## config.mk

```make
export PLATFORM = sky130hd
export DESIGN_NAME = pc_unit
export DESIGN_NICKNAME = d
export VERILOG_FILES = /design/src/rtl/pc_unit.sv
export SDC_FILE = /design/constraint.sdc
export NUM_CORES = 1
export LEC_CHECK = 0
export ABC_AREA = 0
export BUFFER_PORTS_ARGS = -buffer_cell sky130_fd_sc_hd__buf_2
export CAP_MARGIN = 20
export CORE_UTILIZATION = 36
export DETAILED_ROUTE_END_ITERATION = 7
export PLACE_DENSITY_LB_ADDON = 0.05
export SKIP_CTS_REPAIR_TIMING = 1
export SKIP_LAST_GASP = 1
export SYNTH_ARGS = -nofsm -noshare
export SYNTH_HDL_FRONTEND = slang
export SYNTH_SLANG_ARGS = --single-unit
```

## constraint.sdc

```tcl
create_clock -name clk -period 2.15 [get_ports clk]
set_input_delay 0.1075 -clock clk [delete_from_list [all_inputs] [get_ports clk]]
set_output_delay 0.1075 -clock clk [all_outputs]
set_load 0.05 [all_outputs]
```

## src/rtl/pc_unit.sv

```systemverilog
// pc_unit: parametrised program counter for the fetch front end.
// Drives the instruction-memory address (pc) and chip enable (inst_ce).
// Supports stall hold, jump/branch redirect with jump priority, buffering of a
// redirect that arrives while stalled, and target alignment checking.
// Optional feature macro: PC_TRAP_EN adds the trap input and trap redirect.
module pc_unit #(
   parameter int unsigned       WIDTH      = 32,
   parameter int unsigned       STEP       = 4,
   parameter logic [WIDTH-1:0]  RESET_ADDR = '0,
   parameter logic [31:0]       TRAP_ADDR  = 32'h0000_0100
) (
   input  logic             clk,
   input  logic             reset,
   input  logic             stall,
   input  logic             jump,
   input  logic [WIDTH-1:0] jump_target,
   input  logic             branch_taken,
   input  logic [WIDTH-1:0] branch_target,
`ifdef PC_TRAP_EN
   input  logic             trap,
`endif
   output logic [WIDTH-1:0] pc,
   output logic [WIDTH-1:0] pc_seq,
   output logic             inst_ce,
   output logic             misalign_err
);

   // STEP is a power of two, so the low ALIGN bits of a target must be zero
   localparam int unsigned      ALIGN      = $clog2(STEP);
   localparam logic [WIDTH-1:0] ALIGN_MASK = WIDTH'((64'd1 << ALIGN) - 64'd1);
   localparam logic [WIDTH-1:0] STEP_W     = WIDTH'(STEP);

`ifdef PC_TRAP_EN
   localparam logic [WIDTH-1:0] TRAP_W       = WIDTH'(TRAP_ADDR);
   localparam logic [WIDTH-1:0] TRAP_ALIGNED = TRAP_W & ~ALIGN_MASK;
   localparam logic             TRAP_MIS     = |(TRAP_W & ALIGN_MASK);
`else
   logic unused_trap_addr;
   assign unused_trap_addr = ^TRAP_ADDR;
`endif

   logic             pend_valid;
   logic [WIDTH-1:0] pend_target;

   logic             redir;
   logic [WIDTH-1:0] rtgt;
   logic [WIDTH-1:0] rtgt_aligned;
   logic             rtgt_mis;

   logic [WIDTH-1:0] pc_n;
   logic             inst_ce_n;
   logic             misalign_err_n;
   logic             pend_valid_n;
   logic [WIDTH-1:0] pend_target_n;

   // Redirect select: jump wins over branch, then alignment of the chosen target
   assign redir        = jump | branch_taken;
   assign rtgt         = jump ? jump_target : branch_target;
   assign rtgt_aligned = rtgt & ~ALIGN_MASK;
   assign rtgt_mis     = |(rtgt & ALIGN_MASK);

   // Sequential successor, wraps modulo 2^WIDTH
   assign pc_seq = pc + STEP_W;

   // Next-state selection in fixed priority order
   always_comb begin
      pc_n           = pc;
      inst_ce_n      = 1'b1;
      misalign_err_n = 1'b0;
      pend_valid_n   = pend_valid;
      pend_target_n  = pend_target;
      if (!inst_ce) begin
         // boot edge: enable fetch of RESET_ADDR, ignore stall and redirects
         pc_n = pc;
      end
`ifdef PC_TRAP_EN
      else if (trap) begin
         pc_n           = TRAP_ALIGNED;
         pend_valid_n   = 1'b0;
         misalign_err_n = TRAP_MIS;
      end
`endif
      else if (stall && redir) begin
         pend_valid_n   = 1'b1;
         pend_target_n  = rtgt_aligned;
         misalign_err_n = rtgt_mis;
      end
      else if (stall) begin
         pc_n = pc;
      end
      else if (redir) begin
         pc_n           = rtgt_aligned;
         pend_valid_n   = 1'b0;
         misalign_err_n = rtgt_mis;
      end
      else if (pend_valid) begin
         pc_n         = pend_target;
         pend_valid_n = 1'b0;
      end
      else begin
         pc_n = pc_seq;
      end
   end

   // State register with synchronous reset
   always_ff @(posedge clk) begin
      if (reset) begin
         pc           <= RESET_ADDR;
         inst_ce      <= 1'b0;
         misalign_err <= 1'b0;
         pend_valid   <= 1'b0;
         pend_target  <= '0;
      end else begin
         pc           <= pc_n;
         inst_ce      <= inst_ce_n;
         misalign_err <= misalign_err_n;
         pend_valid   <= pend_valid_n;
         pend_target  <= pend_target_n;
      end
   end

endmodule

```

==> results.md, run 1 <==
* Endpoint of the worst hold-timing path: pend_target[28]
* Peak ir drop on the vdd network at 0.251 mV
* Fin nets at 731
* Antenna violations before repair at 0
* Class of the tightest hold or removal check: in2reg
* Hold Vio Cnt, Final at 0
* Vias in the first global route at 3863
* Cells after Synth at 514
* Number of enable-type register cells in the synthesized netlist at 0
* Global-route wire length before repair at 20800 um
* Largest net degree at the start of global routing at 51
* Number of max-cap violations at 0
* Hold Crit Depth at 2
* Area added between synthesis and finish at 41.6%
* Status: finished with violations
* Total I/O pin count at 135
* RSZ-0062 raised after global routing: true
* Via-per-instance ratio at 5.40
* Achievable clock frequency at 0.439 GHz
* Share of final-layout standard cells stronger than drive strength 1 at 40.2%
* RR Startpoint: pc[2]
* Startpoint Class: flop
* Bufs on Longest Clock Path at 2
* Endpoints failing setup at 7
* Portion of synthesized cell area occupied by the leading cell type at 31.4%
* Top FF cell, synth: sky130_fd_sc_hd__dfxtp_1
* Final instance count without filler cells at 806
* Filler Cells Inserted at 1076
* Utilization of the core after routing at 52.5%
* Measured slew at the worst slew-check pin at 0.634 ns
* Largest fanout on the critical path at 6
* Clock tree root buffer cell: sky130_fd_sc_hd__clkbuf_8
* Number of library cell types mapped by synthesis at 58
* Leading cell types by total area after synthesis: sky130_fd_sc_hd__dfxtp_1 (31%), sky130_fd_sc_hd__nor2_1 (5.9%), sky130_fd_sc_hd__a211oi_1 (5.8%)
* Remaining Overflow, GRT at 0
* Post-route clock period utilization at 106%
* Placed Cells at 777
* Kind of capture point of the worst setup path: primary output
* CTS Buf Count at 9
* Sinks on the clock net at 63
* Worst R2R End: pc[27]
* First-pass iteration count of the detailed router at 4
* Asr flop ratio synth at 0%
* Clk Latency, worst-skew pair at 0.35 ns
* Startpoint-to-endpoint class of the critical path: reg2out
* Average footprint of a synthesized cell at 7.82 sq um
* Detailed-route via count at 4351
* Power density normalized to cell area at 607 nW/um^2
* Initial core utilization at 37.1%
* Violated checks: negative setup slack
* Post-synthesis sequential area ratio at 31.4%
* Most frequent cells after synthesis: sky130_fd_sc_hd__dfxtp_1 (63), sky130_fd_sc_hd__nor2_1 (63), sky130_fd_sc_hd__nand2_1 (38)
* Gr usage total at 23.7%
* Flops & latches, synth at 63
* TritonCTS clock tree: done
* Number of slew-limit violations in the final report at 0
* GPL Wtd Cong at 0.858
* Half-perimeter wire length of the detailed placement result at 9870 um
* Data required time of the worst path at 2.04 ns
* Floorplan Core Area at 10800 sq um
* DRC violations left at 0
* Clk pin slew, worst setup/hold paths at 0.07 ns
* Number of cells traversed by the worst register-to-register path at 7
* Buffers on Ports at 130
* Cell taking the most area after synthesis: sky130_fd_sc_hd__dfxtp_1
* Minimum clock period after layout at 2.28 ns
* Horizontal die dimension at 108 um
* Count of synthesis-stage warnings from yosys at 0
* CTS H-tree lvls at 3
* Critical path data arrival time at 2.17 ns
* LEAKAGE at 2.54 nW
* Iteration-0 DRC count of the detailed router at 197
* Die area at 11600 sq um
* Slew Limit Headroom at 57.4%
* Height of the die at 108 um
* Wire per inst at 16.8 um
* Netlist area before placement at 4020 sq um
* Core Rows at 38
* Final worst setup slack at -0.126 ns
* Post-detailed-routing wire length at 13500 um
* Launch point of the worst hold path: reset
* Post-detailed-route count of antenna-violating nets at 0
* Worst-case register-to-register setup slack at 0.17 ns
* Antenna fix cells at 0
* Clock Skew at 0.00855 ns
==> sequential cells by signal, summed over array words and instances, names as in the netlist <==
| name | flops |
|---|---|
| pend_valid | 1 |
| pc | 30 |
| misalign_err | 1 |
| inst_ce | 1 |
| pend_target | 30 |
==> kinds of logic after synthesis <==
group | after synthesis | share of synthesized area (%)
fa+ha+maj | 1 | 0.311
other cells | 1 | 0.0933
simple gates | 203 | 26.7
flops | 63 | 31.4
buf+inv | 54 | 5.63
xor+xnor | 26 | 5.67
mux | 24 | 6.07
compound gates | 142 | 24.1
==> power breakdown <==
part | internal, mW | switching (mW) | total (mW)
sequential | 1.24 | 0.0811 | 1.33
clock | 0.645 | 0.519 | 1.16
combinational | 0.324 | 0.642 | 0.966
total | 2.21 | 1.24 | 3.46
==> cell type report <==
class / instances / area (sq um) / area share, %
clock inverter: 7 / 87.6 / 1.54
tap: 140 / 175 / 3.08
multi-input combinational: 400 / 2870 / 50.4
sequential: 63 / 1310 / 23.0
inverter: 9 / 33.8 / 0.594
timing repair buffer: 178 / 1100 / 19.3
clock buffer: 9 / 124 / 2.18
==> per-stage QoR <==
stage / setup WS (ns) / power (mW) / hold WS [ns] / TNS [ns] / instance area (sq um)
finish: -0.126 / 3.46 / 0.0222 / -0.402 / 5690
CTS: -0.265 / 3.44 / 0.00865 / -1.67 / 5440
floorplan: -0.0580 / 2.01 / 0.283 / -0.0829 / 4320
global route: -0.184 / 3.60 / 0.0233 / -1.20 / 5690
global placement: 0.133 / 2.28 / 0.375 / 0 / 5230
detailed placement: 0.122 / 2.29 / 0.380 / 0 / 5230
==> critical path: stages (launching register included) <==
cell and delay (ns):
sky130_fd_sc_hd__dfxtp_4 0.37, sky130_fd_sc_hd__nand4_1 0.17, sky130_fd_sc_hd__or4_4 0.58, sky130_fd_sc_hd__nor4_4 0.21
sky130_fd_sc_hd__buf_4 0.18, sky130_fd_sc_hd__xor2_4 0.14, sky130_fd_sc_hd__buf_6 0.17
==> placed cells by master, fill, tap and decap left out, types with 4 or more instances in the layout <==
| cell type | count |
|---|---|
| sky130_fd_sc_hd__o21ai_0 | 22 |
| sky130_fd_sc_hd__dfxtp_1 | 40 |
| sky130_fd_sc_hd__nand2_1 | 36 |
| sky130_fd_sc_hd__nor2b_1 | 7 |
| sky130_fd_sc_hd__a211oi_1 | 31 |
| sky130_fd_sc_hd__buf_6 | 9 |
| sky130_fd_sc_hd__a311oi_1 | 9 |
| sky130_fd_sc_hd__nor3_1 | 22 |
| sky130_fd_sc_hd__buf_4 | 51 |
| sky130_fd_sc_hd__a21oi_1 | 35 |
| sky130_fd_sc_hd__xnor2_2 | 9 |
| sky130_fd_sc_hd__conb_1 | 4 |
| sky130_fd_sc_hd__inv_1 | 9 |
| sky130_fd_sc_hd__nor2_1 | 61 |
| sky130_fd_sc_hd__a21o_1 | 6 |
| sky130_fd_sc_hd__o211ai_1 | 7 |
| sky130_fd_sc_hd__clkbuf_8 | 9 |
| sky130_fd_sc_hd__nand2b_1 | 15 |
| sky130_fd_sc_hd__and4_1 | 5 |
| sky130_fd_sc_hd__a221oi_1 | 10 |
| sky130_fd_sc_hd__xnor2_1 | 5 |
| sky130_fd_sc_hd__nand3_1 | 15 |
| sky130_fd_sc_hd__buf_2 | 114 |
| sky130_fd_sc_hd__dfxtp_4 | 7 |
| sky130_fd_sc_hd__mux2i_1 | 21 |
| sky130_fd_sc_hd__xnor2_4 | 5 |
| sky130_fd_sc_hd__o31ai_1 | 5 |
| sky130_fd_sc_hd__dfxtp_2 | 16 |
| sky130_fd_sc_hd__clkinv_2 | 4 |
| sky130_fd_sc_hd__nor4_4 | 4 |
| sky130_fd_sc_hd__nand4_1 | 9 |
==> how the worst max path moves through the flow <==
| stage | slack [ns] | from | endpoint |
|---|---|---|---|
| after floorplan | -0.06 | pc[3] | pc[18] |
| after global placement | 0.13 | pc[11] | pc_seq[27] |
| after detailed placement | 0.12 | pc[4] | pc_seq[27] |
| after CTS | -0.26 | pc[11] | pc_seq[27] |
| after global routing | -0.18 | pc[2] | pc_seq[27] |
| final | -0.13 | pc[2] | pc_seq[27] |
==> per-layer routing <==
metal  part of all wire (%)  vias up  global-route usage [%]
li1                       -     2174                       -
met1                     49     2028                    35.2
met2                     44      136                    33.4
met3                    5.8       13                    4.00
met4                    1.5        0                    9.30
met5                      0        -                       0
Note: power is estimated with default switching activity, not from simulation.
==> run 2: changes to the inputs <==
==> constraint.sdc (replaced) <==
create_clock -name clk -period 2.3 [get_ports clk]
set_input_delay 0.115 -clock clk [delete_from_list [all_inputs] [get_ports clk]]
set_output_delay 0.115 -clock clk [all_outputs]
set_load 0.05 [all_outputs]
==> run 2 against run 1 <==
The flow still finishes with violations (negative setup slack). Register-to-register slack better by 0.08 ns. Routed wire length is 0.73% higher. Combinational power is 9.3% lower. Clock power is 26% lower. Largest cell class unchanged. First-iteration DRC count is 19% higher.
==> results.md, run 2 (same netlist as run 1, synthesis figures left out) <==
* Clock tree root buffer cell: sky130_fd_sc_hd__clkbuf_8
* DRC violations left at 0 (unchanged)
* Met3 Usage GRT at 5.63% (+1.6 points)
* Fin nets at 721 (-1.4%)
* Detailed-route via count at 4327 (-0.55%)
* Clock share of power at 28.8% (-4.9 points)
* Sequence of cells on the critical path: nand4_4, or4_4, nor4_4, buf_4, xor2_4, buf_6
* Final worst setup slack at -0.0553 ns (+0.0704 ns)
* RSZ-0062 raised after global routing: true
* Utilization of the core after routing at 50.1% (-2.4 points)
* LEAKAGE at 2.42 nW (-4.4%)
* Launch point of the worst hold path: branch_target[12]
* Achievable clock frequency at 0.425 GHz
* Post-route standard cell area excluding fillers at 5430 sq um (-4.7%)
* Startpoint Class: flop
* Startpoint of the most critical setup path: pc[6]
* Core Rows at 38 (unchanged)
* Clock Skew at 0.00660 ns (-0.00195 ns)
* Post-detailed-routing wire length at 13600 um (+0.73%)
* Kind of capture point of the worst setup path: primary output
* Horizontal die dimension at 108 um (unchanged)
* CTS Buf Count at 9 (unchanged)
* Status: finished with violations
* Post-place instance area at 5110 sq um (-2.2%)
* Data required time of the worst path at 2.18 ns (+0.14 ns)
* Remaining Overflow, GRT at 0 (unchanged)
* Iteration-0 DRC count of the detailed router at 234 (+19%)
* Slew Limit Headroom at 58.2% (+0.85 points)
* Delay contributed by the slowest stage of the critical path at 0.55 ns (-0.03 ns)
* RR Startpoint: pc[6]
* Die area at 11600 sq um (unchanged)
* Share of final-layout standard cells stronger than drive strength 1 at 36.8% (-3.4 points)
* GPL Wtd Cong at 0.817 (-4.8%)
* Share of power burned in registers at 41.7% (+3.3 points)
* Clk pin slew, worst setup/hold paths at 0.07 ns (about the same)
* Sinks on the clock net at 63 (unchanged)
* Largest registers: pc: 30 flops, pend_target: 30 flops
* Via-per-instance ratio at 5.44 (+0.82%)
* Hold Vio Cnt, Final at 0 (unchanged)
* Filler Cells Inserted at 1116 (+3.7%)
* Initial core utilization at 37.1% (unchanged)
* Post-route clock period utilization at 102%
* Half-perimeter wire length of the detailed placement result at 10000 um (+1.6%)
* Slowest stage cell on the critical path: sky130_fd_sc_hd__or4_4
* Met2 track utilization from global routing at 37.9% (+4.5 points)
* CTS H-tree lvls at 3 (unchanged)
* Total I/O pin count at 135 (unchanged)
* Sum of negative setup slack at -0.0553 ns (+0.347 ns)
* Minimum clock period after layout at 2.36 ns
* Met1 GRT Util at 31.7% (-3.5 points)
* Minimum setup slack after placement at 0.165 ns (+0.0423 ns)
* Sw power at 1.10 mW (-11%)
* Clk Latency, worst-skew pair at 0.35 ns (about the same)
* TritonCTS clock tree: done
* Antenna violations before repair at 0 (unchanged)
* Largest net degree at the start of global routing at 41 (-20%)
* Buffers on Ports at 130 (unchanged)
* Area of combinational cells with multiple inputs at 2790 sq um (-2.6%)
* Wire per inst at 17.1 um (+2.1%)
* Top library cells by usage in the layout, fill and taps aside: sky130_fd_sc_hd__buf_2 (123), sky130_fd_sc_hd__nor2_1 (60), sky130_fd_sc_hd__dfxtp_1 (45)
* Area added between synthesis and finish at 35.0%
* Internal Dissipation at 1.86 mW (-16%)
* Height of the die at 108 um (unchanged)
* Class of the tightest hold or removal check: in2reg
* Peak ir drop on the vdd network at 0.209 mV (-17%)
* Floorplan Core Area at 10800 sq um (unchanged)
* Final instance count without filler cells at 795 (-1.4%)
* Power density normalized to cell area at 547 nW/um^2 (-9.9%)
* Endpoints failing setup at 1 (-6)
* Gr usage total at 23.8% (+0.16 points)
* Post-detailed-route count of antenna-violating nets at 0 (unchanged)
* Leading cell type in the layout, fill and taps excluded: sky130_fd_sc_hd__buf_2
* Sequential standard cell area at 1300 sq um (-0.29%)
* Bufs on Longest Clock Path at 2 (unchanged)
* Global-route wire length before repair at 20900 um (+0.53%)
* Critical path data arrival time at 2.24 ns (+0.07 ns)
* Measured slew at the worst slew-check pin at 0.620 ns (-0.0139 ns)
* Placed Cells at 769 (-1.0%)
* Number of max-cap violations at 0 (unchanged)
* Net switching fraction of the power at 37.2% (+1.3 points)
* Vias in the first global route at 3986 (+3.2%)
* First-pass iteration count of the detailed router at 4 (unchanged)
* Largest fanout on the critical path at 8 (+2)
* Proportion of power drawn by combinational gates at 29.5% (+1.5 points)
* Antenna fix cells at 0 (unchanged)
* Number of slew-limit violations in the final report at 0 (unchanged)
* Startpoint-to-endpoint class of the critical path: reg2out
* Violated checks: negative setup slack
* Gr busiest metal: met2
run 2: through the flow:
stage	total power, mW	hold slack, ns
6_report	2.97	0.0485
5_1_grt	3.13	0.0406
4_1_cts	2.98	0.0365
3_5_place_dp	2.13	0.418
3_3_place_gp	2.12	0.411
2_1_floorplan	1.87	0.290
run 2: layout make-up:
class	count	share of cell area, %
Multi-Input combinational cell	400	51.4
Sequential cell	63	24.0
Timing Repair Buffer	168	17.8
Tap cell	140	3.23
Clock buffer	14	2.81
Inverter	9	0.623
Clock inverter	1	0.0922
run 2: final timing paths:
check	to	slack, ns	cells after the start
max	pc_seq[27]	-0.06	6
min	pend_target[12]	0.05	3
max reg2reg	pc[27]	0.25	7
min reg2reg	pend_target[4]	0.50	2
run 2: layer usage:
layer | part of all wire (%) | vias up
li1 | - | 2152
met1 | 44 | 2014
met2 | 47 | 145
met3 | 7.6 | 16
met4 | 1.5 | 0
met5 | 0 | -
run 2: power by group through the flow:
stage / Clock [mW] / Sequential, mW / Combinational, mW
floorplan: 0 / 1.38 / 0.492
global placement: 0 / 1.26 / 0.857
detailed placement: 0 / 1.27 / 0.861
CTS: 0.876 / 1.24 / 0.863
global route: 0.934 / 1.25 / 0.943
finish: 0.854 / 1.24 / 0.876
run 2: critical path: cells and delay by family, from the launching register on:
kind,cells,cell delay [ns]
flops,1,0.39
buf+inv,2,0.35
xor+xnor,1,0.15
simple gates,3,1.00
==> run 3: changes to the inputs <==
==> constraint.sdc (replaced) <==
create_clock -name clk -period 2.3 [get_ports clk]
set_input_delay 0.115 -clock clk [delete_from_list [all_inputs] [get_ports clk]]
set_output_delay 0.115 -clock clk [all_outputs]
set_load 0.02 [all_outputs]
==> run 3 against run 2 <==
The flow now finishes without violations. Core utilization down 2.3 points. Final area down 4.7%. Die area unchanged. Combinational power down 23%. Clock power up 16%. Critical path depth down 1. Via count down 1.1%. Non-clock buffer count down 7. Worst setup slack better by 0.13 ns.
==> results.md, run 3 (same netlist as run 1, synthesis figures left out) <==
* Antenna violations before repair at 0 (unchanged)
* Sum of negative setup slack at 0 ns (+0.0553 ns)
* Startpoint-to-endpoint class of the critical path: reg2out
* Measured slew at the worst slew-check pin at 0.631 ns (+0.0108 ns)
* Largest net degree at the start of global routing at 36 (-12%)
* Clock tree root buffer cell: sky130_fd_sc_hd__clkbuf_8
* Via-per-instance ratio at 5.43 (-0.31%)
* DRC violations left at 0 (unchanged)
* Launch point of the worst hold path: branch_target[12]
* Endpoint of the worst hold-timing path: pend_target[12]
* Clock share of power at 34.1% (+5.3 points)
* Total Power Consumption at 2.90 mW (-2.3%)
* Data required time of the worst path at 2.18 ns (about the same)
* Largest fanout on the critical path at 5 (-3)
* Bufs on Longest Clock Path at 2 (unchanged)
* Global-route wire length before repair at 21400 um (+2.3%)
* Detailed-route via count at 4281 (-1.1%)
* Net switching fraction of the power at 32.6% (-4.6 points)
* Hold Crit Depth at 3 (unchanged)
* Number of max-cap violations at 0 (unchanged)
* Sw power at 944 uW (-15%)
* Slew Limit Headroom at 57.9% (-0.38 points)
* Worst R2R End: pc[21]
* Half-perimeter wire length of the detailed placement result at 9790 um (-2.4%)
* First-pass iteration count of the detailed router at 4 (unchanged)
* Sinks on the clock net at 63 (unchanged)
* Buffers on Ports at 130 (unchanged)
* CTS H-tree lvls at 3 (unchanged)
* Startpoint Class: flop
* Utilization of the core after routing at 47.7% (-2.3 points)
* Gr busiest metal: met2
* Top library cells by usage in the layout, fill and taps aside: sky130_fd_sc_hd__buf_2 (129), sky130_fd_sc_hd__nor2_1 (60), sky130_fd_sc_hd__dfxtp_1 (54)
* Leading cell type in the layout, fill and taps excluded: sky130_fd_sc_hd__buf_2
* Clk Latency, worst-skew pair at 0.35 ns (about the same)
* Wire per inst at 17.1 um (-0.38%)
* Worst-case hold slack at 0.0552 ns (+0.00671 ns)
* Class of the tightest hold or removal check: in2reg
* Kind of capture point of the worst setup path: primary output
* Worst-case register-to-register setup slack at 0.44 ns (+0.19 ns)
* Critical path data arrival time at 2.11 ns (-0.13 ns)
* LEAKAGE at 2.29 nW (-5.6%)
* GPL Wtd Cong at 0.813 (-0.45%)
* Post-place instance area at 4890 sq um (-4.4%)
* Met1 GRT Util at 30.5% (-1.2 points)
* Core Rows at 38 (unchanged)
* Proportion of power drawn by combinational gates at 23.3% (-6.2 points)
* Clk pin slew, worst setup/hold paths at 0.07 ns (about the same)
* Peak ir drop on the vdd network at 0.242 mV (+15%)
* Met2 track utilization from global routing at 41.3% (+3.4 points)
* Met3 Usage GRT at 4.72% (-0.91 points)
* Remaining Overflow, GRT at 0 (unchanged)
* Minimum clock period after layout at 2.23 ns (-0.128 ns)
* Initial core utilization at 37.1% (unchanged)
* Share of power burned in registers at 42.5% (+0.8 points)
* Horizontal die dimension at 108 um (unchanged)
* RSZ-0062 raised after global routing: true
* Power density normalized to cell area at 560 nW/um^2 (+2.4%)
* Height of the die at 108 um (unchanged)
* CTS Buf Count at 9 (unchanged)
* Number of cells traversed by the worst register-to-register path at 4 (-3)
* Status: completed
* Vias in the first global route at 4098 (+2.8%)
* Filler Cells Inserted at 1159 (+3.9%)
* Internal Dissipation at 1.95 mW (+4.9%)
* Fin nets at 714 (-0.97%)
* Number of slew-limit violations in the final report at 0 (unchanged)
* Post-detailed-route count of antenna-violating nets at 0 (unchanged)
* Clock Skew at 0.0106 ns (+0.00398 ns)
* Largest registers: pc: 30 flops, pend_target: 30 flops
* Post-detailed-routing wire length at 13500 um (-1.1%)
* Total I/O pin count at 135 (unchanged)
* Iteration-0 DRC count of the detailed router at 188 (-20%)
* Endpoints failing setup at 0 (-1)
* Area added between synthesis and finish at 28.7%
* TritonCTS clock tree: done
* Die area at 11600 sq um (unchanged)
* Post-route clock period utilization at 96.8% (-5.6 points)
* Post-route standard cell area excluding fillers at 5170 sq um (-4.7%)
* Share of final-layout standard cells stronger than drive strength 1 at 32.2% (-4.6 points)
* Floorplan Core Area at 10800 sq um (unchanged)
* RR Startpoint: pend_valid
* Gr usage total at 24.1% (+0.28 points)
* Achievable clock frequency at 0.449 GHz (+5.7%)
* Hold Vio Cnt, Final at 0 (unchanged)
* Antenna fix cells at 0 (unchanged)
[run 3: cell count changes in the layout (fill, tap and decap cells not counted), sizes merged]
| cell | delta |
|---|---|
| buf | -5 |
| bufinv | +1 |
| clkbuf | -3 |
| clkinvlp | +1 |
[run 3: layout make-up]
cell class	count	area [sq um]	area share, %
multi-input combinational	400	2590	50.1
sequential	63	1280	24.8
timing repair buffer	161	898	17.4
tap	140	175	3.39
clock buffer	13	149	2.88
clock inverter	3	42.5	0.822
inverter	9	33.8	0.653
[run 3: through the flow]
step	setup WS (ns)	instances
2_1_floorplan	0.224	517
3_3_place_gp	0.387	769
3_5_place_dp	0.352	769
4_1_cts	-0.0286	785
5_1_grt	-0.0626	789
6_report	0.0726	789
[run 3: critical path, cell delays in order (launching register included)]
cell,delay [ns]
sky130_fd_sc_hd__dfxtp_1,0.38
sky130_fd_sc_hd__nand4_4,0.18
sky130_fd_sc_hd__or4_4,0.55
sky130_fd_sc_hd__nor4_4,0.30
sky130_fd_sc_hd__xor2_1,0.20
sky130_fd_sc_hd__buf_4,0.17
[run 3: how the worst max path moves through the flow]
stage | cells past startpoint | end | start
final | 5 | pc_seq[27] | pc[12]
after global routing | 5 | pc_seq[27] | pc[3]
after CTS | 5 | pc_seq[27] | pc[4]
after detailed placement | 5 | pc_seq[27] | pc[8]
after global placement | 5 | pc_seq[27] | pc[4]
after floorplan | 6 | pc[18] | pc[3]
[run 3: routing by layer]
layer  wire (um)  part of all wire, %
met1        5960                   44
met2        6630                   49
met3         767                  5.7
met4         114                 0.85
met5           0                    0
[run 3: power by group through the flow]
stage               registers (mW)  logic (mW)  clock network (mW)
floorplan                     1.29       0.383                   0
global placement              1.25       0.669                   0
detailed placement            1.25       0.676                   0
CTS                           1.23       0.678                1.01
global route                  1.24       0.745                1.06
finish                        1.23       0.677               0.989
